File: src/rtl/ap_mmio_ctrl.sv
// ap_mmio_ctrl: MMIO front end for one AP_s associative processor core.
// Decodes word-addressed requests into core strobes, settings and a run FSM.
module ap_mmio_ctrl #(
    parameter int WORD_SIZE  = 8,
    parameter int CELL_QUANT = 128,
    parameter int NUM_COLS   = 3,
    parameter int INT_COLS   = 2,
    parameter int TIMEOUT    = 4096,
    parameter int MEM_WORDS  = NUM_COLS * INT_COLS * CELL_QUANT,
    parameter int ADDR_W     = $clog2(MEM_WORDS + 4),
    parameter int CELL_W     = (CELL_QUANT > 1) ? $clog2(CELL_QUANT) : 1,
    parameter int COL_W      = (NUM_COLS > 1) ? $clog2(NUM_COLS) : 1,
    parameter int ICOL_W     = (INT_COLS > 1) ? $clog2(INT_COLS) : 1
) (
    input  logic                 clock,
    input  logic                 reset,
    input  logic                 io_req_valid,
    output logic                 io_req_ready,
    input  logic [ADDR_W-1:0]    io_req_bits_addr,
    input  logic                 io_req_bits_write,
    input  logic [31:0]          io_req_bits_wdata,
    output logic                 io_resp_valid,
    output logic [31:0]          io_resp_bits_data,
    output logic                 irq,
    output logic [CELL_W-1:0]    ap_addr,
    output logic [WORD_SIZE-1:0] ap_data_in,
    output logic                 ap_write_en,
    output logic                 ap_read_en,
    output logic [COL_W-1:0]     ap_sel_col,
    output logic [ICOL_W-1:0]    ap_sel_internal_col,
    output logic [2:0]           ap_cmd,
    output logic                 ap_op_direction,
    output logic                 ap_mode,
    output logic                 ap_rst,
    input  logic [WORD_SIZE-1:0] ap_data_out,
    input  logic                 ap_done
);

    localparam int CNT_W = $clog2(TIMEOUT + 1);

    typedef enum logic [1:0] {S_IDLE, S_RD_WAIT, S_RUN} state_e;

    state_e state_q, state_d;

    logic [CNT_W-1:0]  cnt_q, cnt_d;
    logic [CNT_W-1:0]  cycles_q, cycles_d;
    logic              done_q, done_d;
    logic              to_q, to_d;
    logic              irq_en_q, irq_en_d;
    logic [2:0]        cmd_q, cmd_d;
    logic              dir_q, dir_d;
    logic [COL_W-1:0]  col_q, col_d;
    logic [ICOL_W-1:0] icol_q, icol_d;
    logic              ap_rst_q, ap_rst_d;
    logic              resp_valid_q, resp_valid_d;
    logic [31:0]       resp_data_q, resp_data_d;

    logic [ADDR_W-1:0] col_full, icol_full, cell_full, off;
    logic              is_mem, reg_hit, in_run;
    logic              accept, mem_acc, mem_wr, mem_rd, set_wr, set_rd;
    logic              wr_mode, wr_ctrl, wr_stat;
    logic              soft_rst, start, run_done, run_to;
    logic [31:0]       rdata;
    logic              unused_bits;

    assign col_full  = io_req_bits_addr / ADDR_W'(INT_COLS * CELL_QUANT);
    assign icol_full = (io_req_bits_addr / ADDR_W'(CELL_QUANT)) % ADDR_W'(INT_COLS);
    assign cell_full = io_req_bits_addr % ADDR_W'(CELL_QUANT);
    assign off       = io_req_bits_addr - ADDR_W'(MEM_WORDS);
    assign is_mem    = io_req_bits_addr < ADDR_W'(MEM_WORDS);
    assign reg_hit   = !is_mem && (off < ADDR_W'(4));
    assign in_run    = (state_q == S_RUN);

    assign accept  = io_req_valid & io_req_ready;
    assign mem_acc = accept & is_mem;
    assign mem_wr  = mem_acc & io_req_bits_write;
    assign mem_rd  = mem_acc & ~io_req_bits_write;
    assign set_wr  = accept & reg_hit & io_req_bits_write;
    assign set_rd  = accept & reg_hit & ~io_req_bits_write;

    assign wr_mode = set_wr && (off[1:0] == 2'd0) && (state_q == S_IDLE);
    assign wr_ctrl = set_wr && (off[1:0] == 2'd1);
    assign wr_stat = set_wr && (off[1:0] == 2'd2);

    // Soft reset beats start and any run outcome in the same cycle.
    assign soft_rst = wr_ctrl & io_req_bits_wdata[0];
    assign start    = wr_ctrl & io_req_bits_wdata[1] & ~io_req_bits_wdata[0]
                    & (state_q == S_IDLE);
    assign run_done = in_run & ap_done & ~soft_rst;
    assign run_to   = in_run & ~ap_done & ~soft_rst
                    & (cnt_q == CNT_W'(TIMEOUT - 1));

    assign unused_bits = ^{io_req_bits_wdata, col_full, icol_full, cell_full, off};

    always_ff @(posedge clock or posedge reset) begin
        if (reset) begin
            state_q <= S_IDLE;
        end else begin
            state_q <= state_d;
        end
    end

    always_comb begin
        state_d = state_q;
        case (state_q)
            S_IDLE: begin
                if (mem_rd) begin
                    state_d = S_RD_WAIT;
                end else if (start) begin
                    state_d = S_RUN;
                end
            end
            S_RD_WAIT: state_d = S_IDLE;
            S_RUN: begin
                if (soft_rst || run_done || run_to) begin
                    state_d = S_IDLE;
                end
            end
            default: state_d = S_IDLE;
        endcase
    end

    always_comb begin
        io_req_ready = 1'b0;
        case (state_q)
            S_IDLE:    io_req_ready = 1'b1;
            S_RD_WAIT: io_req_ready = 1'b0;
            S_RUN:     io_req_ready = !is_mem;
            default:   io_req_ready = 1'b0;
        endcase
        if (reset) begin
            io_req_ready = 1'b0;
        end
    end

    always_comb begin
        rdata = '0;
        case (off[1:0])
            2'd0: begin
                rdata[2:0]         = cmd_q;
                rdata[8]           = dir_q;
                rdata[16 +: COL_W] = col_q;
                rdata[24 +: ICOL_W] = icol_q;
            end
            2'd1:    rdata[8]   = irq_en_q;
            2'd2:    rdata[2:0] = {to_q, done_q, in_run};
            default: rdata      = 32'(cycles_q);
        endcase
    end

    always_comb begin
        cnt_d = cnt_q;
        if (start) begin
            cnt_d = '0;
        end else if (in_run) begin
            cnt_d = cnt_q + 1'b1;
        end
        cycles_d = run_done ? (cnt_q + 1'b1) : cycles_q;
        // Set beats write-one-to-clear when both land together.
        done_d   = run_done | (done_q & ~(wr_stat & io_req_bits_wdata[1]));
        to_d     = run_to | (to_q & ~(wr_stat & io_req_bits_wdata[2]));
        irq_en_d = wr_ctrl ? io_req_bits_wdata[8] : irq_en_q;
        cmd_d    = wr_mode ? io_req_bits_wdata[2:0] : cmd_q;
        dir_d    = wr_mode ? io_req_bits_wdata[8] : dir_q;
        col_d    = wr_mode ? io_req_bits_wdata[16 +: COL_W] : col_q;
        icol_d   = wr_mode ? io_req_bits_wdata[24 +: ICOL_W] : icol_q;
        ap_rst_d = soft_rst | run_to;
        resp_valid_d = (accept & ~mem_rd) | (state_q == S_RD_WAIT);
        resp_data_d  = '0;
        if (state_q == S_RD_WAIT) begin
            resp_data_d = 32'(ap_data_out);
        end else if (set_rd) begin
            resp_data_d = rdata;
        end
    end

    always_ff @(posedge clock or posedge reset) begin
        if (reset) begin
            cnt_q        <= '0;
            cycles_q     <= '0;
            done_q       <= 1'b0;
            to_q         <= 1'b0;
            irq_en_q     <= 1'b0;
            cmd_q        <= '0;
            dir_q        <= 1'b0;
            col_q        <= '0;
            icol_q       <= '0;
            ap_rst_q     <= 1'b0;
            resp_valid_q <= 1'b0;
            resp_data_q  <= '0;
        end else begin
            cnt_q        <= cnt_d;
            cycles_q     <= cycles_d;
            done_q       <= done_d;
            to_q         <= to_d;
            irq_en_q     <= irq_en_d;
            cmd_q        <= cmd_d;
            dir_q        <= dir_d;
            col_q        <= col_d;
            icol_q       <= icol_d;
            ap_rst_q     <= ap_rst_d;
            resp_valid_q <= resp_valid_d;
            resp_data_q  <= resp_data_d;
        end
    end

    // Memory accesses steer the column selects; otherwise MODE drives them.
    assign ap_write_en         = mem_wr;
    assign ap_read_en          = mem_rd;
    assign ap_addr             = mem_acc ? cell_full[CELL_W-1:0] : '0;
    assign ap_data_in          = mem_wr ? io_req_bits_wdata[WORD_SIZE-1:0] : '0;
    assign ap_sel_col          = mem_acc ? col_full[COL_W-1:0] : col_q;
    assign ap_sel_internal_col = mem_acc ? icol_full[ICOL_W-1:0] : icol_q;
    assign ap_cmd              = cmd_q;
    assign ap_op_direction     = dir_q;
    assign ap_mode             = in_run;
    assign ap_rst              = ap_rst_q;
    assign irq                 = irq_en_q & (done_q | to_q);
    assign io_resp_valid       = resp_valid_q;
    assign io_resp_bits_data   = resp_data_q;

endmodule

File: config.mk
export PLATFORM = sky130hd
export DESIGN_NAME = ap_mmio_ctrl
export DESIGN_NICKNAME = d
export VERILOG_FILES = /design/src/rtl/ap_mmio_ctrl.sv
export SDC_FILE = /design/constraint.sdc
export NUM_CORES = 1
export LEC_CHECK = 0
export ABC_AREA = 1
export BUFFER_PORTS_ARGS = -buffer_cell sky130_fd_sc_hd__buf_4
export CORE_ASPECT_RATIO = 1.5
export CORE_UTILIZATION = 35
export DETAILED_ROUTE_END_ITERATION = 12
export HOLD_SLACK_MARGIN = 0.06
export MAX_ROUTING_LAYER = met4
export PLACE_DENSITY_LB_ADDON = 0.05
export REMOVE_ABC_BUFFERS = 1
export SYNTH_ARGS = -nofsm -noshare
export SYNTH_HDL_FRONTEND = slang
export SYNTH_SLANG_ARGS = --single-unit
File: constraint.sdc
create_clock -name clock -period 2.2 [get_ports clock]
set_input_delay 0.44 -clock clock [delete_from_list [all_inputs] [get_ports clock]]
set_output_delay 0.44 -clock clock [all_outputs]
set_load 0.01 [all_outputs]
==> results.sh <==
export IMPL_status="completed"
export IMPL_wl_um=7160
export IMPL_tns_ns=0
export IMPL_die_area_um2=8560
export IMPL_fp_dieW_um=75.9
export IMPL_ys_ff_latch=56
export IMPL_rsz0062_at_grt="no"
export IMPL_numPortBuffers=79
export IMPL_internal_power_mw=1.57
export IMPL_crit_chain="nor2_4, nand3_4, nor2_2, nor2_1, nor2_2, inv_2, nor2_1, buf_4"
export IMPL_cp_start_kind="flip-flop"
export IMPL_seq_area_um2=1400
export IMPL_dp_hpwl_um=5570
export IMPL_start_util_pct=36.0
export IMPL_crit_path_max_incr_delay_ns=0.42
export IMPL_clockRootBuffer="clkbuf_16"
export IMPL_setup_viol=0
export IMPL_antenna_found_initial=0
export IMPL_clk_pin_slew_worst_paths_ns=0.07
export IMPL_die_h_um=113
export IMPL_p_sw_mw=0.506
export IMPL_max_freq_ghz=0.476
export IMPL_multi_input_area_um2=1220
export IMPL_clkPwrFrac_pct=38.1
export IMPL_cts_tree="built"
export IMPL_ctsHtreeMaxLevel=2
export IMPL_worstMarginPinSlew_ns=0.545
export IMPL_cts_sinks=56
export IMPL_crit_type="reg2out"
export IMPL_fillers=815
export IMPL_fin_nets=510
export IMPL_power_density_nw_per_um2=555
export IMPL_grt_ovfl_total=0
export IMPL_syn_area_per_cell_um2=7.85
export IMPL_drc=0
export IMPL_p_comb_share_pct=11.5
export IMPL_wl_per_cell_um=12.8
export IMPL_hp_class="in2async"
export IMPL_numCtsBuffers=5
export IMPL_max_slew_margin_rel_pct=63.5
export IMPL_final_cell_mix="124 x nand2_1, 91 x buf_4, 55 x dfrtp_1"
export IMPL_maxCapViolCount=0
export IMPL_worst_skew_pair_late_latency_ns=0.30
export IMPL_power_frac_seq_pct=50.4
export IMPL_yosysWarnings=0
export IMPL_critPathMaxFanout=8
export IMPL_syn_area_um2=2860
export IMPL_cp_slowest_cell="dfrtp_2"
export IMPL_routed_via_density=4.43
export IMPL_grt_usage_pct=17.9
export IMPL_num_rows=40
export IMPL_vias=2480
export IMPL_drtIter0Drc=76
export IMPL_grt_max_degree=57
export IMPL_io_pins=116
export IMPL_p_sw_share_pct=24.4
export IMPL_synthCells=365
export IMPL_slew_violations=0
export IMPL_grt_pass1_vias=2362
export IMPL_cts_buffer_depth=2
export IMPL_arrival_ns=1.66
export IMPL_period_share_pct=95.4
export IMPL_antennaDiodeCount=0
export IMPL_hold_viol_final=0
export IMPL_layout_drive_gt1_share_pct=25.1
export IMPL_leakage_nw=2.08
export IMPL_final_antenna_net_count=0
export IMPL_cp_end_kind="primary output"
export IMPL_final_common_cell="nand2_1"
export IMPL_post_route_min_period_ns=2.10
export IMPL_drt_first_pass_iters=4
export IMPL_gp_congestion=0.852
export IMPL_ys_seq_area_share_pct=48.9
export IMPL_hold_ws_ns=0.211
export IMPL_synthToLayoutAreaGrowth_pct=30.7
export IMPL_ys_types=29
export IMPL_ctsHoldBuffers=0
export IMPL_required_ns=1.76
export IMPL_coreArea_um2=7960
export IMPL_peakVddDrop_mv=0.320
export IMPL_grt_pass1_wl_um=11100
export IMPL_clock_skew_ns=0.0101
sequential cells by signal (all words and copies together) (netlist names):
name / flops
ap_rst: 1
io_resp_valid: 1
icol_q: 1
irq_en_q: 1
col_q: 2
done_q: 1
to_q: 1
ap_cmd: 3
cnt_q: 13
cycles_q: 13
io_resp_bits_data: 16
ap_op_direction: 1
state_q: 2
critical path: cells and delay by family, from the launching register on:
| kind | cells | cell delay [ns] |
|---|---|---|
| flip-flops | 1 | 0.42 |
| buffers and inverters | 2 | 0.24 |
| AND/OR/NAND/NOR | 6 | 0.70 |
through the flow:
step	std cells	util, %	instance area [um2]	worst slack (ns)	power [mW]
detailed placement	551	45.0	3580	0.0640	1.30
finish	560	47.0	3740	0.101	2.08
floorplan	355	-	2750	0.0423	1.17
global placement	551	45.0	3580	0.0623	1.30
global route	560	47.0	3740	0.0162	2.17
CTS	559	46.8	3720	0.00862	2.11
synth_stat cells:
cell / number / share of area, %
clkbuf_1: 3 / 0.39
o22ai_1: 1 / 0.22
nand2_1: 124 / 16
a32o_1: 3 / 1.0
nor2_1: 42 / 5.5
nand3_4: 1 / 0.61
xor2_1: 4 / 1.2
nor2_8: 1 / 0.70
ha_1: 1 / 0.44
buf_2: 5 / 0.87
o21ai_0: 19 / 3.3
nand3_1: 24 / 4.2
dfrtp_1: 56 / 49
o21a_1: 1 / 0.26
nor2_2: 3 / 0.66
nand4_1: 2 / 0.44
nand3b_1: 1 / 0.26
nand4_2: 1 / 0.44
xnor2_1: 5 / 1.5
nand2_2: 2 / 0.44
inv_1: 37 / 4.8
a21oi_1: 3 / 0.52
nand4_4: 1 / 0.74
a311oi_1: 1 / 0.31
conb_1: 1 / 0.13
nor3_1: 5 / 0.87
buf_4: 16 / 4.2
nor3b_1: 1 / 0.26
buf_6: 1 / 0.39
metal layers:
metal | GRT usage [%] | part of all wire, %
met5 | - | 0
met4 | 6.67 | 1.6
met3 | 3.21 | 5.4
met2 | 30.4 | 52
met1 | 20.3 | 41
what timing repair did:
| action | in CTS | in global routing |
|---|---|---|
| setup endpoints to repair | 9 | 14 |
| pin swaps | 1 | 1 |
| buffers inserted | 0 | 1 |
| gates resized for setup | 2 | 5 |
path summary, 6_finish.rpt:
path / start / end / slack, ns / cells past startpoint
setup / recovery: state_q[0] / ap_data_in[6] / 0.10 / 8
max in group asynchronous: reset / cnt_q[7] / 1.71 / 3
hold reg to reg: cycles_q[6] / cycles_q[6] / 0.48 / 2
hold / removal: reset / ap_rst / 0.21 / 3
min in group clock: ap_data_out[6] / io_resp_bits_data[6] / 0.35 / 3
setup reg to reg: cnt_q[1] / cycles_q[12] / 0.45 / 9
final cells by class:
cell class	instances	area share, %
clock buffer	6	3.44
inverter	37	3.71
tap	105	3.51
multi-input combinational	262	32.7
clock inverter	2	0.368
timing repair buffer	92	18.8
sequential	56	37.5
kinds of logic after synthesis:
kind of cell | Yosys count | synth area share, %
XOR/XNOR | 9 | 2.75
flip-flops | 56 | 48.9
adder cells (fa/ha/maj) | 1 | 0.437
buffers and inverters | 62 | 10.7
AO/OA/AOI/OAI | 28 | 5.68
AND/OR/NAND/NOR | 208 | 31.4
other | 1 | 0.131
power by group through the flow:
stage	combinational (mW)	clock (mW)	sequential, mW
3_5_place_dp	0.237	0	1.07
3_3_place_gp	0.235	0	1.07
5_1_grt	0.268	0.854	1.05
2_1_floorplan	0.106	0	1.07
4_1_cts	0.238	0.822	1.05
6_report	0.239	0.791	1.05
Power figures use the tool's default switching activity.
